## config.mk

```make
export PLATFORM = sky130hd
export DESIGN_NAME = mem_sequencer_flat
export DESIGN_NICKNAME = d
export VERILOG_FILES = /design/src/rtl/mem_sequencer_if.sv /design/src/rtl/mem_sequencer.sv /design/src/flat_wrapper.sv
export SDC_FILE = /design/constraint.sdc
export NUM_CORES = 1
export LEC_CHECK = 0
export CORE_UTILIZATION = 40
export CTS_CLUSTER_SIZE = 24
export DETAILED_ROUTE_END_ITERATION = 8
export GPL_ROUTABILITY_DRIVEN = 0
export PLACE_DENSITY = 0.8
export SLEW_MARGIN = 40
export SYNTH_ARGS = -nofsm -noshare
export SYNTH_HDL_FRONTEND = slang
export SYNTH_SLANG_ARGS = --single-unit
```

## constraint.sdc

```tcl
create_clock -name clk -period 2.62 [get_ports clk]
set_clock_uncertainty 0.1 [all_clocks]
set_input_delay 0.524 -clock clk [delete_from_list [all_inputs] [get_ports clk]]
set_output_delay 0.524 -clock clk [all_outputs]
set_load 0.05 [all_outputs]
```

## src/rtl/mem_sequencer_if.sv

```systemverilog
// Bus bundle for mem_sequencer: CPU fetch and data ports, external loader/debug port, SRAM port.
// master is the sequencer side; slave is the CPU/loader/SRAM environment side.
interface mem_sequencer_if #(
    parameter int unsigned AW = 12
);
    logic [31:0]   cpu_rom_addr;
    logic [31:0]   cpu_rom_rdata;
    logic          cpu_rom_rdy;
    logic [31:0]   cpu_mem_addr;
    logic [31:0]   cpu_mem_wdata;
    logic          cpu_mem_we;
    logic [31:0]   cpu_mem_rdata;

    logic          ext_req;
    logic          ext_we;
    logic [31:0]   ext_addr;
    logic [31:0]   ext_wdata;
    logic          ext_gnt;
    logic          ext_rvalid;
    logic [31:0]   ext_rdata;

    logic          sram_en;
    logic          sram_we;
    logic [AW-1:0] sram_addr;
    logic [31:0]   sram_wdata;
    logic [31:0]   sram_rdata;

    modport master (
        input  cpu_rom_addr, cpu_mem_addr, cpu_mem_wdata, cpu_mem_we,
        input  ext_req, ext_we, ext_addr, ext_wdata,
        input  sram_rdata,
        output cpu_rom_rdata, cpu_rom_rdy, cpu_mem_rdata,
        output ext_gnt, ext_rvalid, ext_rdata,
        output sram_en, sram_we, sram_addr, sram_wdata
    );

    modport slave (
        output cpu_rom_addr, cpu_mem_addr, cpu_mem_wdata, cpu_mem_we,
        output ext_req, ext_we, ext_addr, ext_wdata,
        output sram_rdata,
        input  cpu_rom_rdata, cpu_rom_rdy, cpu_mem_rdata,
        input  ext_gnt, ext_rvalid, ext_rdata,
        input  sram_en, sram_we, sram_addr, sram_wdata
    );
endinterface

```

## src/rtl/mem_sequencer.sv

```systemverilog
// Shares one single-port synchronous SRAM between CPU fetch, CPU data and an external port.
// Each CPU instruction is framed fetch -> data access -> commit; ext accesses slot in at commit.
module mem_sequencer #(
    parameter int unsigned AW        = 12,
    parameter int unsigned RD_LAT    = 1,
    parameter int unsigned EXT_BURST = 1,
    parameter logic [31:0] RST_INSTR = 32'h0000_0013
) (
    input  logic            clk,
    input  logic            sys_rst_n,
    mem_sequencer_if.master bus
);

    typedef enum logic [3:0] {
        S_IDLE,
        S_I_ISS,
        S_I_WAIT,
        S_D_SET,
        S_D_ISS,
        S_D_WAIT,
        S_COMMIT,
        S_X_ISS,
        S_X_WAIT
    } state_e;

    localparam logic [1:0] WAIT_LOAD = 2'(RD_LAT - 1);
    localparam logic [3:0] BURST_MAX = 4'(EXT_BURST);

    state_e        state_q;
    logic [1:0]    wait_q;
    logic [3:0]    ext_cnt_q;

    logic [31:0]   rom_rdata_q;
    logic          rom_rdy_q;
    logic [31:0]   mem_rdata_q;
    logic          ext_gnt_q;
    logic          ext_rvalid_q;
    logic [31:0]   ext_rdata_q;
    logic          sram_en_q;
    logic          sram_we_q;
    logic [AW-1:0] sram_addr_q;
    logic [31:0]   sram_wdata_q;

    logic [AW-1:0] rom_word;
    logic [AW-1:0] mem_word;
    logic [AW-1:0] ext_word;
    logic [3:0]    ext_cnt_base;
    logic          ext_go;
    logic          unused_addr_bits;

    // Word addressing drops the byte offset and everything above the SRAM, so addresses wrap.
    assign rom_word = bus.cpu_rom_addr[AW+1:2];
    assign mem_word = bus.cpu_mem_addr[AW+1:2];
    assign ext_word = bus.ext_addr[AW+1:2];
    assign unused_addr_bits = ^{bus.cpu_rom_addr, bus.cpu_mem_addr, bus.ext_addr};

    // A commit restarts the ext burst allowance, so the decision taken in COMMIT sees zero.
    always_comb begin
        ext_cnt_base = (state_q == S_COMMIT) ? 4'd0 : ext_cnt_q;
        ext_go       = bus.ext_req && (ext_cnt_base < BURST_MAX);
    end

    // NOTE: sequential state uses non-blocking assignments only, so every register in this
    // block samples the pre-edge value of every other register regardless of statement order.
    always_ff @(posedge clk or negedge sys_rst_n) begin
        if (!sys_rst_n) begin
            state_q      <= S_IDLE;
            wait_q       <= '0;
            ext_cnt_q    <= '0;
            rom_rdata_q  <= RST_INSTR;
            rom_rdy_q    <= 1'b0;
            mem_rdata_q  <= '0;
            ext_gnt_q    <= 1'b0;
            ext_rvalid_q <= 1'b0;
            ext_rdata_q  <= '0;
            sram_en_q    <= 1'b0;
            sram_we_q    <= 1'b0;
            sram_addr_q  <= '0;
            sram_wdata_q <= '0;
        end else begin
            // NOTE: strobes default low each cycle so they can only ever be one-cycle pulses.
            rom_rdy_q    <= 1'b0;
            ext_gnt_q    <= 1'b0;
            ext_rvalid_q <= 1'b0;
            sram_en_q    <= 1'b0;
            sram_we_q    <= 1'b0;

            unique case (state_q)
                S_IDLE, S_COMMIT: begin
                    if (ext_go) begin
                        state_q      <= S_X_ISS;
                        ext_cnt_q    <= ext_cnt_base + 4'd1;
                        ext_gnt_q    <= 1'b1;
                        sram_en_q    <= 1'b1;
                        sram_we_q    <= bus.ext_we;
                        sram_addr_q  <= ext_word;
                        sram_wdata_q <= bus.ext_wdata;
                    end else begin
                        state_q      <= S_I_ISS;
                        ext_cnt_q    <= ext_cnt_base;
                        sram_en_q    <= 1'b1;
                        sram_addr_q  <= rom_word;
                    end
                end

                S_I_ISS: begin
                    state_q <= S_I_WAIT;
                    wait_q  <= WAIT_LOAD;
                end

                S_I_WAIT: begin
                    if (wait_q == 2'd0) begin
                        rom_rdata_q <= bus.sram_rdata;
                        state_q     <= S_D_SET;
                    end else begin
                        wait_q <= wait_q - 2'd1;
                    end
                end

                // The CPU decodes the fresh instruction during D_SET; its data request is
                // captured straight into the SRAM command registers at the end of the cycle.
                S_D_SET: begin
                    state_q      <= S_D_ISS;
                    sram_en_q    <= 1'b1;
                    sram_we_q    <= bus.cpu_mem_we;
                    sram_addr_q  <= mem_word;
                    sram_wdata_q <= bus.cpu_mem_wdata;
                end

                S_D_ISS: begin
                    if (sram_we_q) begin
                        state_q   <= S_COMMIT;
                        rom_rdy_q <= 1'b1;
                    end else begin
                        state_q <= S_D_WAIT;
                        wait_q  <= WAIT_LOAD;
                    end
                end

                S_D_WAIT: begin
                    if (wait_q == 2'd0) begin
                        mem_rdata_q <= bus.sram_rdata;
                        state_q     <= S_COMMIT;
                        rom_rdy_q   <= 1'b1;
                    end else begin
                        wait_q <= wait_q - 2'd1;
                    end
                end

                // Ext accesses return through IDLE, which re-runs the boundary decision
                // without a commit pulse and without clearing the burst count.
                S_X_ISS: begin
                    if (sram_we_q) begin
                        state_q <= S_IDLE;
                    end else begin
                        state_q <= S_X_WAIT;
                        wait_q  <= WAIT_LOAD;
                    end
                end

                S_X_WAIT: begin
                    if (wait_q == 2'd0) begin
                        ext_rdata_q  <= bus.sram_rdata;
                        ext_rvalid_q <= 1'b1;
                        state_q      <= S_IDLE;
                    end else begin
                        wait_q <= wait_q - 2'd1;
                    end
                end

                default: state_q <= S_IDLE;
            endcase
        end
    end

    assign bus.cpu_rom_rdata = rom_rdata_q;
    assign bus.cpu_rom_rdy   = rom_rdy_q;
    assign bus.cpu_mem_rdata = mem_rdata_q;
    assign bus.ext_gnt       = ext_gnt_q;
    assign bus.ext_rvalid    = ext_rvalid_q;
    assign bus.ext_rdata     = ext_rdata_q;
    assign bus.sram_en       = sram_en_q;
    assign bus.sram_we       = sram_we_q;
    assign bus.sram_addr     = sram_addr_q;
    assign bus.sram_wdata    = sram_wdata_q;

endmodule
```

## src/flat_wrapper.sv

```systemverilog
// flat-port wrapper written by rule: the top's interface ports become plain ports
module mem_sequencer_flat 
#(
    parameter int unsigned AW        = 12,
    parameter int unsigned RD_LAT    = 1,
    parameter int unsigned EXT_BURST = 1,
    parameter logic [31:0] RST_INSTR = 32'h0000_0013
)
  (clk, sys_rst_n, bus_cpu_rom_addr, bus_cpu_mem_addr, bus_cpu_mem_wdata, bus_cpu_mem_we, bus_ext_req, bus_ext_we, bus_ext_addr, bus_ext_wdata, bus_sram_rdata, bus_cpu_rom_rdata, bus_cpu_rom_rdy, bus_cpu_mem_rdata, bus_ext_gnt, bus_ext_rvalid, bus_ext_rdata, bus_sram_en, bus_sram_we, bus_sram_addr, bus_sram_wdata);
  mem_sequencer_if #(.AW(AW)) bus_i ();
  input  logic clk;
  input  logic sys_rst_n;
  input wire logic [$bits(bus_i.cpu_rom_addr)-1:0] bus_cpu_rom_addr;
  input wire logic [$bits(bus_i.cpu_mem_addr)-1:0] bus_cpu_mem_addr;
  input wire logic [$bits(bus_i.cpu_mem_wdata)-1:0] bus_cpu_mem_wdata;
  input wire logic [$bits(bus_i.cpu_mem_we)-1:0] bus_cpu_mem_we;
  input wire logic [$bits(bus_i.ext_req)-1:0] bus_ext_req;
  input wire logic [$bits(bus_i.ext_we)-1:0] bus_ext_we;
  input wire logic [$bits(bus_i.ext_addr)-1:0] bus_ext_addr;
  input wire logic [$bits(bus_i.ext_wdata)-1:0] bus_ext_wdata;
  input wire logic [$bits(bus_i.sram_rdata)-1:0] bus_sram_rdata;
  output wire logic [$bits(bus_i.cpu_rom_rdata)-1:0] bus_cpu_rom_rdata;
  output wire logic [$bits(bus_i.cpu_rom_rdy)-1:0] bus_cpu_rom_rdy;
  output wire logic [$bits(bus_i.cpu_mem_rdata)-1:0] bus_cpu_mem_rdata;
  output wire logic [$bits(bus_i.ext_gnt)-1:0] bus_ext_gnt;
  output wire logic [$bits(bus_i.ext_rvalid)-1:0] bus_ext_rvalid;
  output wire logic [$bits(bus_i.ext_rdata)-1:0] bus_ext_rdata;
  output wire logic [$bits(bus_i.sram_en)-1:0] bus_sram_en;
  output wire logic [$bits(bus_i.sram_we)-1:0] bus_sram_we;
  output wire logic [$bits(bus_i.sram_addr)-1:0] bus_sram_addr;
  output wire logic [$bits(bus_i.sram_wdata)-1:0] bus_sram_wdata;
  assign bus_i.cpu_rom_addr = bus_cpu_rom_addr;
  assign bus_i.cpu_mem_addr = bus_cpu_mem_addr;
  assign bus_i.cpu_mem_wdata = bus_cpu_mem_wdata;
  assign bus_i.cpu_mem_we = bus_cpu_mem_we;
  assign bus_i.ext_req = bus_ext_req;
  assign bus_i.ext_we = bus_ext_we;
  assign bus_i.ext_addr = bus_ext_addr;
  assign bus_i.ext_wdata = bus_ext_wdata;
  assign bus_i.sram_rdata = bus_sram_rdata;
  assign bus_cpu_rom_rdata = bus_i.cpu_rom_rdata;
  assign bus_cpu_rom_rdy = bus_i.cpu_rom_rdy;
  assign bus_cpu_mem_rdata = bus_i.cpu_mem_rdata;
  assign bus_ext_gnt = bus_i.ext_gnt;
  assign bus_ext_rvalid = bus_i.ext_rvalid;
  assign bus_ext_rdata = bus_i.ext_rdata;
  assign bus_sram_en = bus_i.sram_en;
  assign bus_sram_we = bus_i.sram_we;
  assign bus_sram_addr = bus_i.sram_addr;
  assign bus_sram_wdata = bus_i.sram_wdata;
  mem_sequencer #(.AW(AW), .RD_LAT(RD_LAT), .EXT_BURST(EXT_BURST), .RST_INSTR(RST_INSTR)) u_core (.clk(clk), .sys_rst_n(sys_rst_n), .bus(bus_i));
endmodule
```

==> results by group <==
Outcome
  • Result of the run: complete, no violations

Cells and area
  • Net count reported at finish: 1,052
  • Antenna fix cells: 0
  • Footprint of the multi-input gates: between 2000 and 3000 um2
  • Most frequent cells in the layout: sky130_fd_sc_hd__clkdlybuf4s50_1 (280), sky130_fd_sc_hd__dfrtp_1 (152), sky130_fd_sc_hd__mux2_2 (94)
  • Layout cells sized above 1: 0.183
  • Synth-to-Final Area Change: 54.1%
  • Most common library cell in the layout ignoring fill and taps: sky130_fd_sc_hd__clkdlybuf4s50_1
  • Sequential Area: about 3900 um2
  • FILL cells: roughly 1.3k

Setup path
  • Worst EP required: 2000 ps
  • Cell class contributing the biggest share of worst-path delay: buffers and inverters
  • Endpoint class of the critical path: output pin
  • Biggest fanout along the worst timing path: 2
  • Cell with the largest stage delay on the worst path: sky130_fd_sc_hd__clkdlybuf4s50_1
  • Worst path max stage delay: 820 ps
  • Critical path cell sequence: clkdlybuf4s50_1
  • Type of the setup path with the least slack: reg2out
  • Worst reg2reg path startpoint: u_core.state_q[0]
  • Setup slack on the worst flop-to-flop path: 300 ps
  • CP arrival: 1770 ps
  • Worst setup SP type: flip-flop
  • Count of buffering cells on the critical path with inverters included: 1
  • Worst reg2reg path depth: 9
  • Reg2reg end: u_core.bus.sram_wdata[22]

STA
  • Final sum of negative setup slack: 0 ps
  • Tightest slew margin relative to the limit: 0.609
  • Tmin final: 2400 ps
  • Final Slew Violations: 0
  • Highest Clock Rate: 0.417 GHz
  • Portion of the clock cycle consumed by the worst path in the final layout: 0.915
  • Unrepaired setup endpoints after global routing: false
  • Transition time at the pin with the least slew margin: 584 ps
  • Setup violation total in the final timing report: 0
  • Final count of hold timing violations: 0

Power and ir drop
  • Power density over cell area: 1610 nW/um2
  • Worst-case vdd ir drop: about 0.85 mV
  • Final Total Pwr: 16.9 mW
  • Leakage power: 4.51 nW

Die
  • Die Y-Extent: 132 um
  • Cell row count: 47
  • Width of the chip: roughly 130 um
  • Count of boundary I/O pins: 342
  • Core area: 16,600 um2
  • Overall die area: 17,600 um2
  • Initial Utilization: 0.411

Clock tree
  • Clock Latency Late Sink: 420 ps
  • Clock sinks: 155
  • Clock transition at the registers of the reported paths: about 60 ps
  • Buffers inserted during post-CTS setup optimization: 0
  • Number of CTS-inserted buffers: 17
  • Level count of the clock H-tree: 4
  • Clock Tree Buf Depth: 2
  • Clock root buffer: sky130_fd_sc_hd__clkbuf_16
  • Total of cells resized after clock tree synthesis: 0
  • Clock tree from TritonCTS: done

Synthesis
  • Number of enable-type register cells in the synthesized netlist: 0
  • Cells taking the most area after synthesis: sky130_fd_sc_hd__dfrtp_1 (56%), sky130_fd_sc_hd__mux2_2 (16%), sky130_fd_sc_hd__nand2_1 (4.0%)
  • Cell variety after synth: 46
  • Async set-reset flop share out of synthesis: 1.00
  • Synth warn: 0
  • Area of the mapped netlist: 6810 um2
  • Per-instance average area after synthesis: 11.8 um2
  • Number of synthesized register bits: 155
  • Most used flip-flop cell after synthesis: sky130_fd_sc_hd__dfrtp_1
  • Cell type contributing the most total cell area after synthesis: sky130_fd_sc_hd__dfrtp_1
  • Fraction of the yosys area taken by sequential cells: 0.570
  • Synth top area share: 0.559
  • Number of instances in the synthesized netlist: 575
  • Post-Syn Nets: 775

Placed design
  • Port Buffer Count: 281
  • HPWL after detailed placement: 12,400 um

Worst hold path
  • Worst hold-check path type: reg2reg
  • Number of cells traversed by the worst hold path: 1
  • Min-Delay Endpoint: u_core.bus.cpu_rom_rdata[13]
  • Origin of the worst min-delay path: u_core.bus.cpu_rom_rdata[13]

Global route
  • Pin count of the biggest net entering global routing: 69
  • Number of antenna violations at the first check in global routing: 0
  • Via count of the first global-routing pass: 5,655
  • All-layer global routing usage: 0.215
  • Remaining global-route overflow: 0
  • Wire length of the first global-routing pass: 29,300 um

Detailed routing
  • First DRT Iteration DRCs: ~260
  • Post-route antenna net violation count: 0
  • Routed via count: ~5.5k
  • Routed wire length per instance: 16.8 um
  • 1st-pass router iterations: 4
  • Detailed-route vias per instance: 5.05
  • Drt total wl: 18,200 um
  • Residual DRC count: 0

Flow run
  • Max-Cap Viols: 0
-- registers in the layout (all words and copies together) (netlist names) --
| name | count |
|---|---|
| u_core.bus.cpu_rom_rdata | 32 |
| u_core.bus.ext_rdata | 32 |
| u_core.state_q | 4 |
| u_core.bus.sram_addr | 12 |
| u_core.bus.ext_rvalid | 1 |
| u_core.bus.cpu_rom_rdy | 1 |
| u_core.bus.ext_gnt | 1 |
| u_core.bus.sram_wdata | 32 |
| u_core.bus.cpu_mem_rdata | 32 |
| u_core.bus.sram_en | 1 |
| u_core.bus.sram_we | 1 |
| u_core.ext_cnt_q | 4 |
| u_core.wait_q | 2 |
-- cell families (layout without fill, tap and decap cells) --
| logic type | after synthesis | in the layout | synth area share |
|---|---|---|---|
| compound gates | 100 | 100 | 0.100 |
| xor+xnor | 2 | 2 | 0.00257 |
| fa+ha+maj | 3 | 3 | 0.00551 |
| buf+inv | 52 | 342 | 0.0393 |
| flops | 155 | 155 | 0.570 |
| mux | 110 | 110 | 0.180 |
| simple gates | 153 | 153 | 0.103 |
-- metrics by stage --
stage                     hold WS [ps]   util  instances  cell area, um2  worst slack [ps]
after global placement             333  0.596       1052            9880               351
after floorplan                    128      -        575            6810               420
after CTS                          397  0.633       1085           10500               193
after global routing               417  0.633       1085           10500              51.4
after detailed placement           333  0.596       1052            9880               311
final                              389  0.633       1085           10500               222
-- power breakdown --
part / total (mW) / switching, mW / leakage, nW / internal [mW]
combinational: 10.1 / 6.45 / 2.37 / 3.67
sequential: 4.24 / 0.607 / 1.84 / 3.63
clock: 2.52 / 1.06 / 0.297 / 1.46
-- cell usage after synthesis, drive strengths merged (5+ instances only) --
cell type,n
a31oi,33
nand3,6
nor2,40
buf,23
mux2i,12
o311ai,12
a21oi,16
dfrtp,152
a21o,14
o21ai,18
clkbuf,19
nand4,13
nor2b,5
nand2,72
mux2,98
inv,10
-- worst max-delay path by stage --
stage	slack, ps	from	endpoint	depth (start not counted)
after CTS	190	u_core.bus.cpu_rom_rdata[1]	bus_cpu_rom_rdata[1]	1
after global routing	50	u_core.state_q[0]	u_core.bus.sram_wdata[2]	9
after floorplan	420	u_core.state_q[3]	u_core.ext_cnt_q[1]	9
final	220	u_core.bus.cpu_rom_rdata[1]	bus_cpu_rom_rdata[1]	1
after global placement	350	u_core.state_q[0]	u_core.bus.sram_addr[5]	8
after detailed placement	310	u_core.state_q[0]	u_core.bus.sram_wdata[21]	9
-- metal layers --
| layer | wire length [um] | share of wire | GRT usage |
|---|---|---|---|
| met5 | 0 | 0 | 0 |
| met4 | 456 | 0.025 | 0.0894 |
| met3 | 1300 | 0.071 | 0.0651 |
| met2 | 9100 | 0.50 | 0.368 |
| met1 | 7360 | 0.40 | 0.250 |
-- area by class of cell --
type,count,share of cell area
Timing Repair Buffer,300,0.288
Inverter,10,0.00382
Clock buffer,19,0.0422
Sequential cell,155,0.370
Clock inverter,13,0.0147
Tap cell,220,0.0262
Multi-Input combinational cell,368,0.255
-- timing repair --
| item | 4_1_cts | 5_1_grt |
|---|---|---|
| endpoints found under the hold margin | 31 | 0 |
| setup endpoints to repair | 0 | 0 |
| hold buffers | 1 | 0 |
(Power assumes the default switching activity.)
